==> src/rtl/agg_unit.sv <==
// Windowed accumulate-and-activate stage: sums AGG_LEN samples and flags the window sum against AGG_THRESH.
// Optional macro AGG_SAT_EN makes accumulation saturate at all-ones instead of wrapping.
module agg_unit #(
  parameter int agg_width  = 12,
  parameter int AGG_LEN    = 4,
  parameter int AGG_THRESH = 1024
) (
  input  logic                 clk,
  input  logic                 rst,
  input  logic [agg_width-1:0] agg_in,
  output logic [agg_width-1:0] agg_out2alu,
  output logic                 agg_out_acted
);

  localparam int CNT_W = (AGG_LEN > 1) ? $clog2(AGG_LEN) : 1;
  localparam logic [CNT_W-1:0]     LAST   = CNT_W'(AGG_LEN - 1);
  localparam logic [agg_width-1:0] THRESH = agg_width'(AGG_THRESH);

  logic [agg_width-1:0] acc_q, acc_d;
  logic [CNT_W-1:0]     cnt_q, cnt_d;
  logic [agg_width-1:0] sum_out_q, sum_out_d;
  logic                 acted_q, acted_d;
  logic [agg_width:0]   sum;
  logic [agg_width-1:0] nsum;
  logic                 lastSample;

  assign sum        = {1'b0, acc_q} + {1'b0, agg_in};
  assign lastSample = (cnt_q == LAST);

`ifdef AGG_SAT_EN
  assign nsum = sum[agg_width] ? {agg_width{1'b1}} : sum[agg_width-1:0];
`else
  assign nsum = sum[agg_width-1:0];
`endif

  // Outputs only move on the last sample of a window; partial sums stay internal.
  always_comb begin
    acc_d     = nsum;
    cnt_d     = cnt_q + CNT_W'(1);
    sum_out_d = sum_out_q;
    acted_d   = acted_q;
    if (lastSample) begin
      acc_d     = '0;
      cnt_d     = '0;
      sum_out_d = nsum;
      acted_d   = (nsum >= THRESH);
    end
  end

  always_ff @(posedge clk or negedge rst) begin
    if (!rst) begin
      acc_q     <= '0;
      cnt_q     <= '0;
      sum_out_q <= '0;
      acted_q   <= 1'b0;
    end else begin
      acc_q     <= acc_d;
      cnt_q     <= cnt_d;
      sum_out_q <= sum_out_d;
      acted_q   <= acted_d;
    end
  end

  assign agg_out2alu   = sum_out_q;
  assign agg_out_acted = acted_q;

endmodule

==> config.mk <==
export PLATFORM = sky130hd
export DESIGN_NAME = agg_unit
export DESIGN_NICKNAME = d
export VERILOG_FILES = /design/src/rtl/agg_unit.sv
export SDC_FILE = /design/constraint.sdc
export NUM_CORES = 1
export LEC_CHECK = 0
export ABC_AREA = 1
export BUFFER_PORTS_ARGS = -buffer_cell sky130_fd_sc_hd__buf_2
export CORE_MARGIN = 5
export CORE_UTILIZATION = 49
export CTS_BUF_LIST = sky130_fd_sc_hd__clkbuf_16
export DETAILED_ROUTE_END_ITERATION = 10
export GPL_ROUTABILITY_DRIVEN = 1
export MAX_ROUTING_LAYER = met4
export PLACE_DENSITY = 0.74
export SYNTH_ARGS = -nofsm -noshare
export SYNTH_HDL_FRONTEND = slang
export SYNTH_SLANG_ARGS = --single-unit
export TNS_END_PERCENT = 20
==> constraint.sdc <==
create_clock -name clk -period 1.7 [get_ports clk]
set_input_delay 0.34 -clock clk [delete_from_list [all_inputs] [get_ports clk]]
set_output_delay 0.34 -clock clk [all_outputs]
set_load 0.05 [all_outputs]
==> impl_metrics.tcl <==
set metrics [dict create \
    timing.reg2reg.worst_path_depth 7 \
    finalHoldViolCount 0 \
    rr_startpoint "acc_q[0]" \
    rr_endpoint "agg_out2alu[4]" \
    cp_cell_sequence "ha_4 -> fa_2 -> nand3_2 -> nand3_2 -> buf_4 -> xnor2_2 -> o21ai_0" \
    postRouteAntennaNets 0 \
    grt_overflow_total 0 \
    report.power.total_mw 2.59 \
    rsz0062_at_grt "yes" \
    clk_pin_slew_worst_paths_ns 0.06 \
    regToRegSetupSlack_ns 0.04 \
    hold_class "input pin to async pin" \
    cts_made_buffers 3 \
    detailroute.via_count 1334 \
    synth_compound_gate_area_share 0.0682 \
    count_of_fill_cells_added_during_filler_insertion 253 \
    cellLeakagePower_nw 1.02 \
    outcome "completed" \
    crit_path_max_fanout 3 \
    cts_tree "built" \
    post_synth.cell_area_avg_um2 8.22 \
    maxCapViolCount 0 \
    yosys.area_share.xor_xnor 0.0408 \
    synthMuxAreaShare 0 \
    layout-area-overhead-vs-synth_pct 29.1 \
    n_antenna_cell 0 \
    wirelength_um 3370 \
    synth_top_cells_by_area "sky130_fd_sc_hd__dfrtp_1 45%, sky130_fd_sc_hd__nand2_1 14%, sky130_fd_sc_hd__ha_1 10%" \
    cp_common_cell "sky130_fd_sc_hd__nand3_2" \
    synthSimpleGateAreaFrac 0.272 \
    timing.critical_path.slowest_cell_delay_ns 0.40 \
    placedInstanceArea_mm2 0.00175 \
    drt_iter0_markers 52 \
    synth.most_common_cell "sky130_fd_sc_hd__nand2_1" \
    multi_input_area_um2 846 \
    core_region_area_mm2 0.00300 \
    nets 249 \
    period_minus_slack_ns 1.66 \
    timing.clock.skew_ns 0.00201 \
    route.detailed.vias_per_inst 5.25 \
    timing_worst_slew_pin_value_ns 0.598 \
    post-route-cell-area_mm2 0.00194 \
    timing.setup.critical_path_class "register to register" \
    min_period_over_period 0.976 \
    synth_common_cells "55 x sky130_fd_sc_hd__nand2_1, 27 x sky130_fd_sc_hd__dfrtp_1, 22 x sky130_fd_sc_hd__nor2_1, 18 x sky130_fd_sc_hd__inv_1, 12 x sky130_fd_sc_hd__ha_1" \
    dr.pass1.iters 5 \
    layout-drive-gt1-share 0.303 \
    syn_nets 210 \
    post-synth-top-area-cell "sky130_fd_sc_hd__dfrtp_1" \
    clock-sinks 27 \
    final-seq-area_um2 676 \
    achievable-frequency_mhz 603 \
    critical_path_required_ns 1.88 \
    placementRows 20 \
    first_global_vias 1298 \
    asyncSetResetFlopFracSynth 1.00 \
    timing.hold.ws_ns 0.0791 \
    grt_start_max_net_pins 28 \
    synth_ff_type "sky130_fd_sc_hd__dfrtp_1" \
    yosysSeqAreaShare 0.449 \
    grt_first_pass_wirelength_um 5490 \
    synth_seq_cells 27 \
    wire_per_inst_um 13.3 \
    dp_hpwl_um 2370 \
    largest_vdd_supply_drop_mv 0.769 \
    die_h_um 65.4 \
    cts_root_buffer "sky130_fd_sc_hd__clkbuf_16" \
    synth_area_mm2 0.00150 \
    synth_cell_types 23 \
    design.die.area_mm2 0.00428 \
    top_level_pins 27 \
    cts-hold-fix-buffers 0 \
    io_buffer_count 26 \
    syn_inst 183 \
    setup.worst_path.start_class "register" \
    fraction_of_post_synthesis_cell_area_in_the_top_cell_type_by_area 0.449 \
    htree_num_levels 1 \
    clock_insertion_delay_worst_skew_ns 0.26 \
    critPathSlowestCell "sky130_fd_sc_hd__fa_2" \
    die_width_um 65.4 \
    pwr_density_cell_mw_per_mm2 1330 \
    main_combinational_cell_family_by_area_after_synthesis "simple AND/OR/NAND/NOR gates" \
    signal_arrival_time_at_the_worst_endpoint_ns 1.84 \
    report.final.setup_viol 0 \
    grtUsageTotal 0.168 \
    slew_headroom 0.601 \
    cts_buffer_depth 2 \
    synth_enable_flop_cells 0 \
    synth.yosys.warnings 0 \
    drv_slew 0 \
    drc 0 \
    initial_utilization 0.501 \
    finalWeightedCongestion 0.852 \
    antenna_found_initial 0 \
    synthAdderAreaFrac 0.113 \
    timing.critical_path.to_type "register" \
]
## sequential cells by signal, summed over array words and instances (netlist names)
| signal | count |
|---|---|
| agg_out2alu | 12 |
| agg_out_acted | 1 |
| cnt_q | 2 |
| acc_q | 12 |
## layer usage
metal,track usage,up-vias,routed length [um]
met1,0.212,634,1470
met3,0.0222,7,145
met4,0.0622,0,58
met5,-,-,0
met2,0.277,37,1700
li1,-,656,-
## cell families (layout without fill, tap and decap cells)
logic type | Yosys count | after routing
and+or+nand+nor | 97 | 97
DFF | 27 | 27
buffers and inverters | 22 | 60
AOI/OAI and AO/OA | 17 | 17
adders and majority gates | 13 | 13
xor gates and xnor gates | 7 | 7
## power by group
part | internal [mW] | switching, mW
Sequential | 0.805 | 0.0862
Clock | 0.315 | 0.215
Combinational | 0.314 | 0.853
Total | 1.43 | 1.15
## final cells by class
| cell class | count | area share |
|---|---|---|
| multi-input combinational | 134 | 0.436 |
| sequential | 27 | 0.348 |
| timing repair buffer | 38 | 0.120 |
| clock buffer | 3 | 0.0387 |
| inverter | 18 | 0.0348 |
| tap | 33 | 0.0213 |
| clock inverter | 1 | 0.00193 |
## layout by cell type (no fill, tap or decap)
| cell type | instances |
|---|---|
| sky130_fd_sc_hd__ha_1 | 8 |
| sky130_fd_sc_hd__xnor2_1 | 3 |
| sky130_fd_sc_hd__a21oi_2 | 5 |
| sky130_fd_sc_hd__nor2_1 | 21 |
| sky130_fd_sc_hd__o21ai_1 | 3 |
| sky130_fd_sc_hd__nand3_1 | 7 |
| sky130_fd_sc_hd__xor2_2 | 2 |
| sky130_fd_sc_hd__nor2_2 | 2 |
| sky130_fd_sc_hd__inv_1 | 19 |
| sky130_fd_sc_hd__nand2_2 | 4 |
| sky130_fd_sc_hd__buf_2 | 26 |
| sky130_fd_sc_hd__nand3_2 | 6 |
| sky130_fd_sc_hd__buf_12 | 1 |
| sky130_fd_sc_hd__nand2_1 | 52 |
| sky130_fd_sc_hd__ha_4 | 3 |
| sky130_fd_sc_hd__nand4_1 | 4 |
| sky130_fd_sc_hd__o21ai_0 | 5 |
| sky130_fd_sc_hd__xnor2_2 | 1 |
| sky130_fd_sc_hd__o21bai_1 | 1 |
| sky130_fd_sc_hd__nand3b_1 | 1 |
| sky130_fd_sc_hd__clkbuf_16 | 3 |
| sky130_fd_sc_hd__buf_4 | 11 |
| sky130_fd_sc_hd__dfrtp_1 | 27 |
| sky130_fd_sc_hd__o21ai_2 | 1 |
| sky130_fd_sc_hd__a21oi_1 | 2 |
| sky130_fd_sc_hd__fa_2 | 1 |
| sky130_fd_sc_hd__ha_2 | 1 |
| sky130_fd_sc_hd__xor2_1 | 1 |
## critical path: cells and delay by family (launching register included)
kind                     cells  cell delay [ns]
AO/OA/AOI/OAI                1             0.15
XOR/XNOR                     1             0.13
adder cells (fa/ha/maj)      2             0.57
buffers and inverters        1             0.16
flip-flops                   1             0.39
AND/OR/NAND/NOR              2             0.18
## worst max path at each step
stage                           endpoint      start  slack, ns
after CTS                 agg_out2alu[6]   acc_q[0]       0.02
after detailed placement  agg_out2alu[6]  agg_in[0]      -0.12
final                     agg_out2alu[4]   acc_q[0]       0.04
after global placement    agg_out2alu[6]  agg_in[0]      -0.05
after global routing      agg_out2alu[6]   acc_q[0]      -0.03
after floorplan           agg_out2alu[6]  agg_in[0]       0.07
## through the flow
stage	instances	utilization	worst slack, ns	setup TNS (ns)
global placement	249	0.584	-0.0504	-0.152
floorplan	183	-	0.0715	0
finish	254	0.647	0.0413	0
global route	254	0.647	-0.0339	-0.130
CTS	253	0.611	0.0243	0
detailed placement	249	0.584	-0.119	-0.366
## timing repair
item	4_1_cts	5_1_grt
pin swaps	1	6
gates resized for setup	1	20
endpoints found under the setup margin	1	9
buffers inserted	0	1
Power figures use the tool's default switching activity.
